**config.mk**
```make
export PLATFORM = sky130hd
export DESIGN_NAME = peak_window_scheduler
export DESIGN_NICKNAME = d
export VERILOG_FILES = /design/src/rtl/acoustics_pkg.sv /design/src/rtl/peak_bank.sv /design/src/rtl/peak_window_scheduler.sv
export SDC_FILE = /design/constraint.sdc
export NUM_CORES = 1
export LEC_CHECK = 0
export ABC_CLOCK_PERIOD_IN_PS = 2410
export BUFFER_PORTS_ARGS = -buffer_cell sky130_fd_sc_hd__clkbuf_2
export CAP_MARGIN = 25
export CELL_PAD_IN_SITES_DETAIL_PLACEMENT = 1
export CELL_PAD_IN_SITES_GLOBAL_PLACEMENT = 1
export CORE_UTILIZATION = 49
export DETAILED_ROUTE_END_ITERATION = 8
export PLACE_DENSITY = 0.85
export SYNTH_ARGS = -nofsm -noshare
export SYNTH_HDL_FRONTEND = slang
export SYNTH_HIERARCHICAL = 1
export SYNTH_SLANG_ARGS = --single-unit
```
**constraint.sdc**
```tcl
create_clock -name clk -period 2.41 [get_ports clk]
set_input_delay 0.3615 -clock clk [delete_from_list [all_inputs] [get_ports clk]]
set_output_delay 0.3615 -clock clk [all_outputs]
set_load 0.05 [all_outputs]
```
**src/rtl/acoustics_pkg.sv**
```systemverilog
// Shared types and default sizes for the hydrophone acquisition path.
package acoustics_pkg;

    localparam int DATA_W = 10;
    localparam int NUM_CH = 4;
    localparam int CH_W   = $clog2(NUM_CH);

    typedef enum logic {
        IDLE,
        RUN
    } run_state_t;

    typedef enum logic {
        OUT_IDLE,
        OUT_VALID
    } out_state_t;

endpackage

```
**src/rtl/peak_bank.sv**
```systemverilog
// Per-channel running maxima with one shared compare-update port.
// snap is the bank contents with this cycle's update already folded in.
module peak_bank
    import acoustics_pkg::*;
#(
    parameter int NUM_CH = acoustics_pkg::NUM_CH,
    parameter int DATA_W = acoustics_pkg::DATA_W
) (
    input  logic                           clk,
    input  logic                           reset,
    input  logic                           upd,
    input  logic [$clog2(NUM_CH)-1:0]      upd_ch,
    input  logic [DATA_W-1:0]              upd_data,
    input  logic                           clear,
    output logic [NUM_CH-1:0][DATA_W-1:0]  snap
);

    localparam int CW = $clog2(NUM_CH);

    logic [NUM_CH-1:0][DATA_W-1:0] peak_q;

    always_comb begin
        snap = peak_q;
        for (int i = 0; i < NUM_CH; i++) begin
            if (upd && upd_ch == CW'(i) && upd_data > peak_q[i]) begin
                snap[i] = upd_data;
            end
        end
    end

    always_ff @(posedge clk) begin
        if (reset || clear) begin
            peak_q <= '0;
        end else begin
            peak_q <= snap;
        end
    end

endmodule

```
**src/rtl/peak_window_scheduler.sv**
```systemverilog
// Windowed per-channel peak detector; snapshots all peaks at window end
// and drains them one channel at a time over a valid/ack handshake.
module peak_window_scheduler
    import acoustics_pkg::*;
#(
    parameter int NUM_CH     = acoustics_pkg::NUM_CH,
    parameter int DATA_W     = acoustics_pkg::DATA_W,
    parameter int WINDOW_LEN = 1024
) (
    input  logic                      clk,
    input  logic                      reset,
    input  logic                      Enable,
    input  logic                      Sample_Valid,
    input  logic [$clog2(NUM_CH)-1:0] Sample_Channel,
    input  logic [DATA_W-1:0]         Sample_Data,
    output logic                      Peak_Valid,
    input  logic                      Peak_Ack,
    output logic [$clog2(NUM_CH)-1:0] Peak_Channel,
    output logic [DATA_W-1:0]         Peak_Value,
    output logic                      Window_Done,
    output logic                      Overrun
);

    localparam int CW = $clog2(NUM_CH);
    localparam int FW = $clog2(WINDOW_LEN);
    localparam logic [CW:0]   CH_LIM  = (CW+1)'(NUM_CH);
    localparam logic [CW-1:0] LAST_CH = CW'(NUM_CH - 1);
    localparam logic [FW-1:0] LAST_FR = FW'(WINDOW_LEN - 1);

    run_state_t run_q, run_d;
    out_state_t out_q, out_d;

    logic [FW-1:0]                 frame_q;
    logic [CW-1:0]                 idx_q, idx_d;
    logic [NUM_CH-1:0][DATA_W-1:0] shadow_q;
    logic [NUM_CH-1:0][DATA_W-1:0] snap;

    logic accept, last_ch, eow, stop, clr_live;
    logic xfer, last_xfer, load, drop;
    logic done_q, ovr_q;

    // Zero-extended compare keeps the range check meaningful for any NUM_CH
    assign accept    = run_q == RUN && Enable && Sample_Valid
                       && {1'b0, Sample_Channel} < CH_LIM;
    assign last_ch   = Sample_Channel == LAST_CH;
    assign eow       = accept && last_ch && frame_q == LAST_FR;
    assign stop      = run_q == RUN && !Enable;
    assign clr_live  = stop || eow;
    assign xfer      = out_q == OUT_VALID && Peak_Ack;
    assign last_xfer = xfer && idx_q == LAST_CH;
    assign load      = eow && (out_q == OUT_IDLE || last_xfer);
    assign drop      = eow && !load;

    peak_bank #(
        .NUM_CH (NUM_CH),
        .DATA_W (DATA_W)
    ) u_bank (
        .clk      (clk),
        .reset    (reset),
        .upd      (accept),
        .upd_ch   (Sample_Channel),
        .upd_data (Sample_Data),
        .clear    (clr_live),
        .snap     (snap)
    );

    always_ff @(posedge clk) begin
        if (reset || stop) begin
            frame_q <= '0;
        end else if (accept && last_ch) begin
            frame_q <= eow ? '0 : frame_q + FW'(1);
        end
    end

    always_ff @(posedge clk) begin
        if (reset) begin
            run_q    <= IDLE;
            out_q    <= OUT_IDLE;
            idx_q    <= '0;
            shadow_q <= '0;
            done_q   <= 1'b0;
            ovr_q    <= 1'b0;
        end else begin
            run_q  <= run_d;
            out_q  <= out_d;
            idx_q  <= idx_d;
            done_q <= last_xfer;
            ovr_q  <= drop;
            if (load) begin
                shadow_q <= snap;
            end
        end
    end

    always_comb begin
        run_d = run_q;
        unique case (run_q)
            IDLE:    if (Enable)  run_d = RUN;
            RUN:     if (!Enable) run_d = IDLE;
            default: run_d = IDLE;
        endcase
    end

    always_comb begin
        out_d = out_q;
        idx_d = idx_q;
        unique case (out_q)
            OUT_IDLE: begin
                if (load) begin
                    out_d = OUT_VALID;
                    idx_d = '0;
                end
            end
            OUT_VALID: begin
                if (last_xfer) begin
                    out_d = load ? OUT_VALID : OUT_IDLE;
                    idx_d = '0;
                end else if (xfer) begin
                    idx_d = idx_q + CW'(1);
                end
            end
            default: begin
                out_d = OUT_IDLE;
                idx_d = '0;
            end
        endcase
    end

    always_comb begin
        Peak_Valid   = out_q == OUT_VALID;
        Peak_Channel = '0;
        Peak_Value   = '0;
        if (out_q == OUT_VALID) begin
            Peak_Channel = idx_q;
            Peak_Value   = shadow_q[idx_q];
        end
        Window_Done = done_q;
        Overrun     = ovr_q;
    end

endmodule

```
==> impl_metrics.ini, run 1 <==
[sta]
slew_violations = 0
finalSetupTns_ns = -4.52
fin_skew_ns = 0.00836
hold_viol_final = 0
relSlewSlack_pct = 51.3
worstMarginPinSlew_ns = 0.731
postLayoutSetupSlackWorst_ns = -0.257
setup_viol_count_final = 41
fmax_mhz = 375
fin_crit_ns = 2.67
period_share_pct = 111
rsz0062_at_grt = yes

[layout]
num-nets-final = 765
drive_gt1_share_pct = 35.6
fin_area_um2 = 7580
fillers = 1254
area_growth_pct = 26.9
antennaDiodeCount = 0

[min_path]
hold_depth = 2
min_from = reset
hold_path_class = in -> reg
hold_end = run_q

[cts]
clock_latency_ns = 0.37
cts_tree = built
cts_buffers = 9
path_clk_slew_ns = 0.07
root_buffer = clkbuf_16
cts_buffer_depth = 2
clock_sink_count = 96
cts_htree_levels = 3

[floorplanning]
die-area_um2 = 12600
ioPinCount = 32
fp.dieH_um = 112
rows = 39
initial_core_util_pct = 51.2
core_area_um2 = 11700
die_width_um = 112

[power]
power.leakage_nw = 2.80
vdd_drop_max_mv = 0.725
power_density_nw_per_um2 = 456

[global_route]
grt_use_total_pct = 29.8
grt_pass1_vias = 5387
grt_pass1_wl_mm = 28.4
grt_overflow = 0
grt_max_degree = 86
antenna_found_initial = 0

[synth]
ys_async_sr_fraction_pct = 0
synth_cells = 611
yosysMostFrequentCell = dfxtp_1
synthesis.area_um2 = 5970
syn_avg_cell_area_um2 = 9.77
synthTopCellsByCount = 96 x dfxtp_1, 80 x mux2i_1, 67 x nand2_1
ys.flop_type = dfxtp_1
yosys.area.top_type = dfxtp_1
yosys.area.top_type_share_pct = 32.2
ys_ff_latch = 96
yosys-top-cells-area = dfxtp_1 32%, mux2i_1 13%, ha_1 8.8%
yosysUniqueCellTypes = 48
synth_seq_area_share_pct = 32.2
synth-edff-count = 0
synth_fp_nets = 670
yosys_warnings = 6

[critical_path]
slowest_delay_ns = 0.34
reg2reg_slack_ns = -0.26
cp_num_buf_inv = 3
critPathLaunchType = register
worstSetupPathType = reg -> reg
cp_top_family = simple AND/OR/NAND/NOR gates
crit_arrival_ns = 2.90
reg2reg_to = shadow_q[35]
cp_max_fo = 5
r2r_cells = 11
end_kind = register
slowest_stage = dfxtp_2
required_ns = 2.65
timing.rr.start = u_bank/peak_q[38]
cp_cell_sequence = inv_2, ha_4, nand4_1, nor3_4, a211oi_2, a2111oi_4, buf_4, buf_6, mux2_4, nand2b_1, mux2i_1

[detailed_routing]
met2_wirelength_mm = 11.4
drcViolationCount = 0
wl_per_cell_um = 25.3
dr.max_layer_used = met4
drt_iter0_drc = 270
wl_met3_um = 979
ant_nets = 0
num_vias = 5140
drt-pass1-iter-count = 6
met1_length_mm = 7.82
vias_per_cell = 6.02
wl_mm = 21.6

[placement]
io_buffers = 31
routabilityCongestion = 0.810
place_hpwl_mm = 11.9
postPlaceCellArea_um2 = 6490

[run]
drv_cap = 0

[status]
status = complete, but fails checks
violations = setup timing
-- final cells by class --
| type | instances | area (um2) | share of cell area [%] |
|---|---|---|---|
| Inverter | 45 | 169 | 2.23 |
| Tap cell | 143 | 179 | 2.36 |
| Clock buffer | 9 | 225 | 2.97 |
| Clock inverter | 7 | 70.1 | 0.925 |
| Timing Repair Buffer | 115 | 902 | 11.9 |
| Sequential cell | 96 | 1950 | 25.8 |
| Multi-Input combinational cell | 439 | 4080 | 53.8 |
-- worst reg2reg max path: stages, from the launching register on --
cell	delay, ns
dfxtp_2	0.34
inv_2	0.05
ha_4	0.26
nand4_1	0.23
nor3_4	0.34
a211oi_2	0.15
a2111oi_4	0.31
buf_4	0.21
buf_6	0.15
mux2_4	0.30
nand2b_1	0.10
mux2i_1	0.09
-- where the power goes --
group | switching, W | internal, W | total (W)
registers | 0.00000424 | 0.00159 | 0.00159
logic | 0.000212 | 0.000144 | 0.000356
clock network | 0.000697 | 0.000807 | 0.00150
total | 0.000914 | 0.00254 | 0.00345
-- cells by family after synthesis --
group / after synthesis / synth area share (%)
buffers and inverters: 76 / 6.75
AOI/OAI and AO/OA: 38 / 4.61
xor gates and xnor gates: 7 / 1.03
muxes: 130 / 25.3
adders and majority gates: 42 / 8.80
and+or+nand+nor: 222 / 21.3
DFF: 96 / 32.2
-- flip-flops by register name, summed over array words and instances (netlist names) --
| register | cells |
|---|---|
| Overrun | 1 |
| run_q | 1 |
| Peak_Valid | 1 |
| shadow_q | 40 |
| idx_q | 2 |
| frame_q | 10 |
| u_bank/peak_q | 40 |
| Window_Done | 1 |
-- per-stage QoR --
stage	hold slack, ns	setup WS (ns)	total power, W	utilization [%]	instances
final	0.203	-0.257	0.00345	65.0	854
after CTS	0.202	-0.0449	0.00338	60.7	826
after global placement	0.458	-0.0975	0.00188	55.6	799
after detailed placement	0.462	-0.297	0.00190	55.6	799
after global routing	0.214	-0.294	0.00355	65.0	854
after floorplan	0.444	0.289	0.00178	-	611
-- how the worst max path moves through the flow --
stage | from | endpoint | slack [ns] | cells past startpoint
2_1_floorplan | Sample_Data[9] | shadow_q[30] | 0.29 | 9
3_3_place_gp | Sample_Data[8] | shadow_q[30] | -0.1 | 10
3_5_place_dp | Sample_Data[9] | shadow_q[30] | -0.30 | 10
4_1_cts | u_bank/peak_q[39] | shadow_q[30] | -0.04 | 11
5_1_grt | u_bank/peak_q[38] | shadow_q[36] | -0.29 | 11
6_report | u_bank/peak_q[38] | shadow_q[35] | -0.26 | 11
-- layer usage --
layer | GRT usage, % | vias up
met4 | 15.4 | 0
met2 | 56.3 | 189
li1 | - | 2283
met3 | 6.32 | 92
met1 | 30.9 | 2576
met5 | 0 | -
-- timing repair --
item,in CTS,in global routing
setup endpoints to repair,29,51
buffers inserted,11,27
pin swaps,8,11
resized for setup,44,69
gates cloned,1,3
hold buffers,0,0
-- cell usage in the layout (no fill, tap or decap), drive strengths merged, types with 14 or more instances in the layout --
master | Yosys | routed
clkbuf | 13 | 41
inv | 45 | 47
buf | 18 | 83
or2b | 40 | 40
dfxtp | 96 | 96
nand2b | 48 | 48
ha | 42 | 42
mux2 | 40 | 40
a21oi | 14 | 14
mux2i | 80 | 80
nand2 | 67 | 67
No activity file was read; power rests on OpenSTA's default activity.
==> run 2, diff against run 1 <==
Settings changed: ABC_CLOCK_PERIOD_IN_PS 2410 to 2300, CORE_UTILIZATION 49 to 44, PLACE_DENSITY 0.85 to 0.81.
Clock period 2.41 ns to 2.3 ns, I/O delays scaled along.
==> impl_metrics.ini, run 2 (synthesis results as in run 1) <==
[placement]
io_buffers = 31
routabilityCongestion = 0.813
place_hpwl_mm = 11.9

[sta]
worstMarginPinSlew_ns = 0.604
period_share_pct = 119
postLayoutSetupSlackWorst_ns = -0.435
fin_crit_ns = 2.74
setup_viol_count_final = 78
hold_slack_ns = 0.298
hold_viol_final = 0
fin_skew_ns = 0.0106
rsz0062_at_grt = yes
fmax_mhz = 366
relSlewSlack_pct = 59.7
slew_violations = 0

[detailed_routing]
wl_mm = 22.6
ant_nets = 0
num_vias = 5184
wl_per_cell_um = 24.9
drt_iter0_drc = 298
drcViolationCount = 0
drt-pass1-iter-count = 4
vias_per_cell = 5.70

[cts]
root_buffer = clkbuf_16
clock_latency_ns = 0.36
cts_buffers = 9
cts_buffer_depth = 2
clock_sink_count = 96
path_clk_slew_ns = 0.07
cts_htree_levels = 3
cts_hold_buffers = 0
cts_tree = built

[global_route]
grt_max_degree = 69
grt_pass1_vias = 5554
grt_overflow = 0
grt_pass1_wl_mm = 30.2
antenna_found_initial = 0
grt_use_total_pct = 28.5

[power]
vdd_drop_max_mv = 0.370
power.leakage_nw = 3.00
power_density_nw_per_um2 = 455

[floorplanning]
ioPinCount = 32
initial_core_util_pct = 45.1
die_width_um = 119
rows = 42
die-area_um2 = 14000
core_area_um2 = 13200
fp.dieH_um = 119

[layout]
mostFrequentLayoutCells = 86 x buf_4, 76 x mux2i_1, 73 x dfxtp_1
finish.utilization_pct = 60.1
num-nets-final = 787
area_growth_pct = 33.2
drive_gt1_share_pct = 39.8
layout_commonest_cell = buf_4
reg.largest.list = shadow_q x40, u_bank/peak_q x40, frame_q x10
antennaDiodeCount = 0

[critical_path]
end_kind = register
required_ns = 2.53
cp_max_fo = 5
slowest_stage = a2111oi_4
slowest_delay_ns = 0.53
cp_top_family = compound AO/OA/AOI/OAI gates
cp_num_buf_inv = 2
crit_arrival_ns = 2.96
worstSetupPathType = reg -> reg
critPathLaunchType = register
cp_cell_sequence = inv_2, ha_4, nand4_1, nor3_4, a211oi_2, a2111oi_4, buf_6, mux2_4, nand2b_4, mux2i_2

[status]
status = complete, but fails checks
violations = setup timing

[min_path]
hold_path_class = in -> reg

[run]
drv_cap = 0
[run 2: per-layer routing]
metal,GRT usage (%),vias to the layer above,share of wire (%)
met1,28.7,2573,36
li1,-,2324,-
met2,54.5,171,53
met4,14.9,0,7.9
met5,0,-,0
met3,6.23,116,3.4
[run 2: where the power goes]
| part | total [W] | switching (W) | internal [W] |
|---|---|---|---|
| sequential | 0.00167 | 0.00000449 | 0.00167 |
| combinational | 0.000401 | 0.000234 | 0.000167 |
| clock | 0.00155 | 0.000674 | 0.000878 |
| total | 0.00362 | 0.000913 | 0.00271 |
[run 2: worst paths after layout]
path,from,endpoint,slack (ns),cells past startpoint
max,u_bank/peak_q[37],shadow_q[32],-0.44,10
min,Enable,run_q,0.30,2
max reg2reg,u_bank/peak_q[37],shadow_q[32],-0.44,10
min reg2reg,u_bank/peak_q[29],u_bank/peak_q[29],0.48,2
[run 2: metrics by stage]
step                      worst slack [ns]  area, um2  setup TNS, ns  total power (W)  cells
after floorplan                      0.184       5970              0          0.00186    611
after global placement              -0.199       6670          -5.39          0.00197    847
after detailed placement            -0.299       6670          -9.48          0.00199    847
after CTS                           -0.126       7550          -1.57          0.00355    889
after global routing                -0.478       7960         -19.08          0.00372    909
final                               -0.435       7960         -15.64          0.00362    909
[run 2: final cells by class]
class,count,area (um2)
clock inverter,2,38.8
sequential,96,1950
fill,1431,5290
inverter,45,169
multi-input combinational,439,4170
timing repair buffer,137,1150
tap,176,220
clock buffer,14,254
[run 2: timing repair]
item                                    CTS  global route
buffers inserted                         24            22
gates resized for setup                  70            64
pin swaps                                10            16
endpoints found under the setup margin   42            85
gates cloned                              2             1
hold endpoints to repair                  0             0
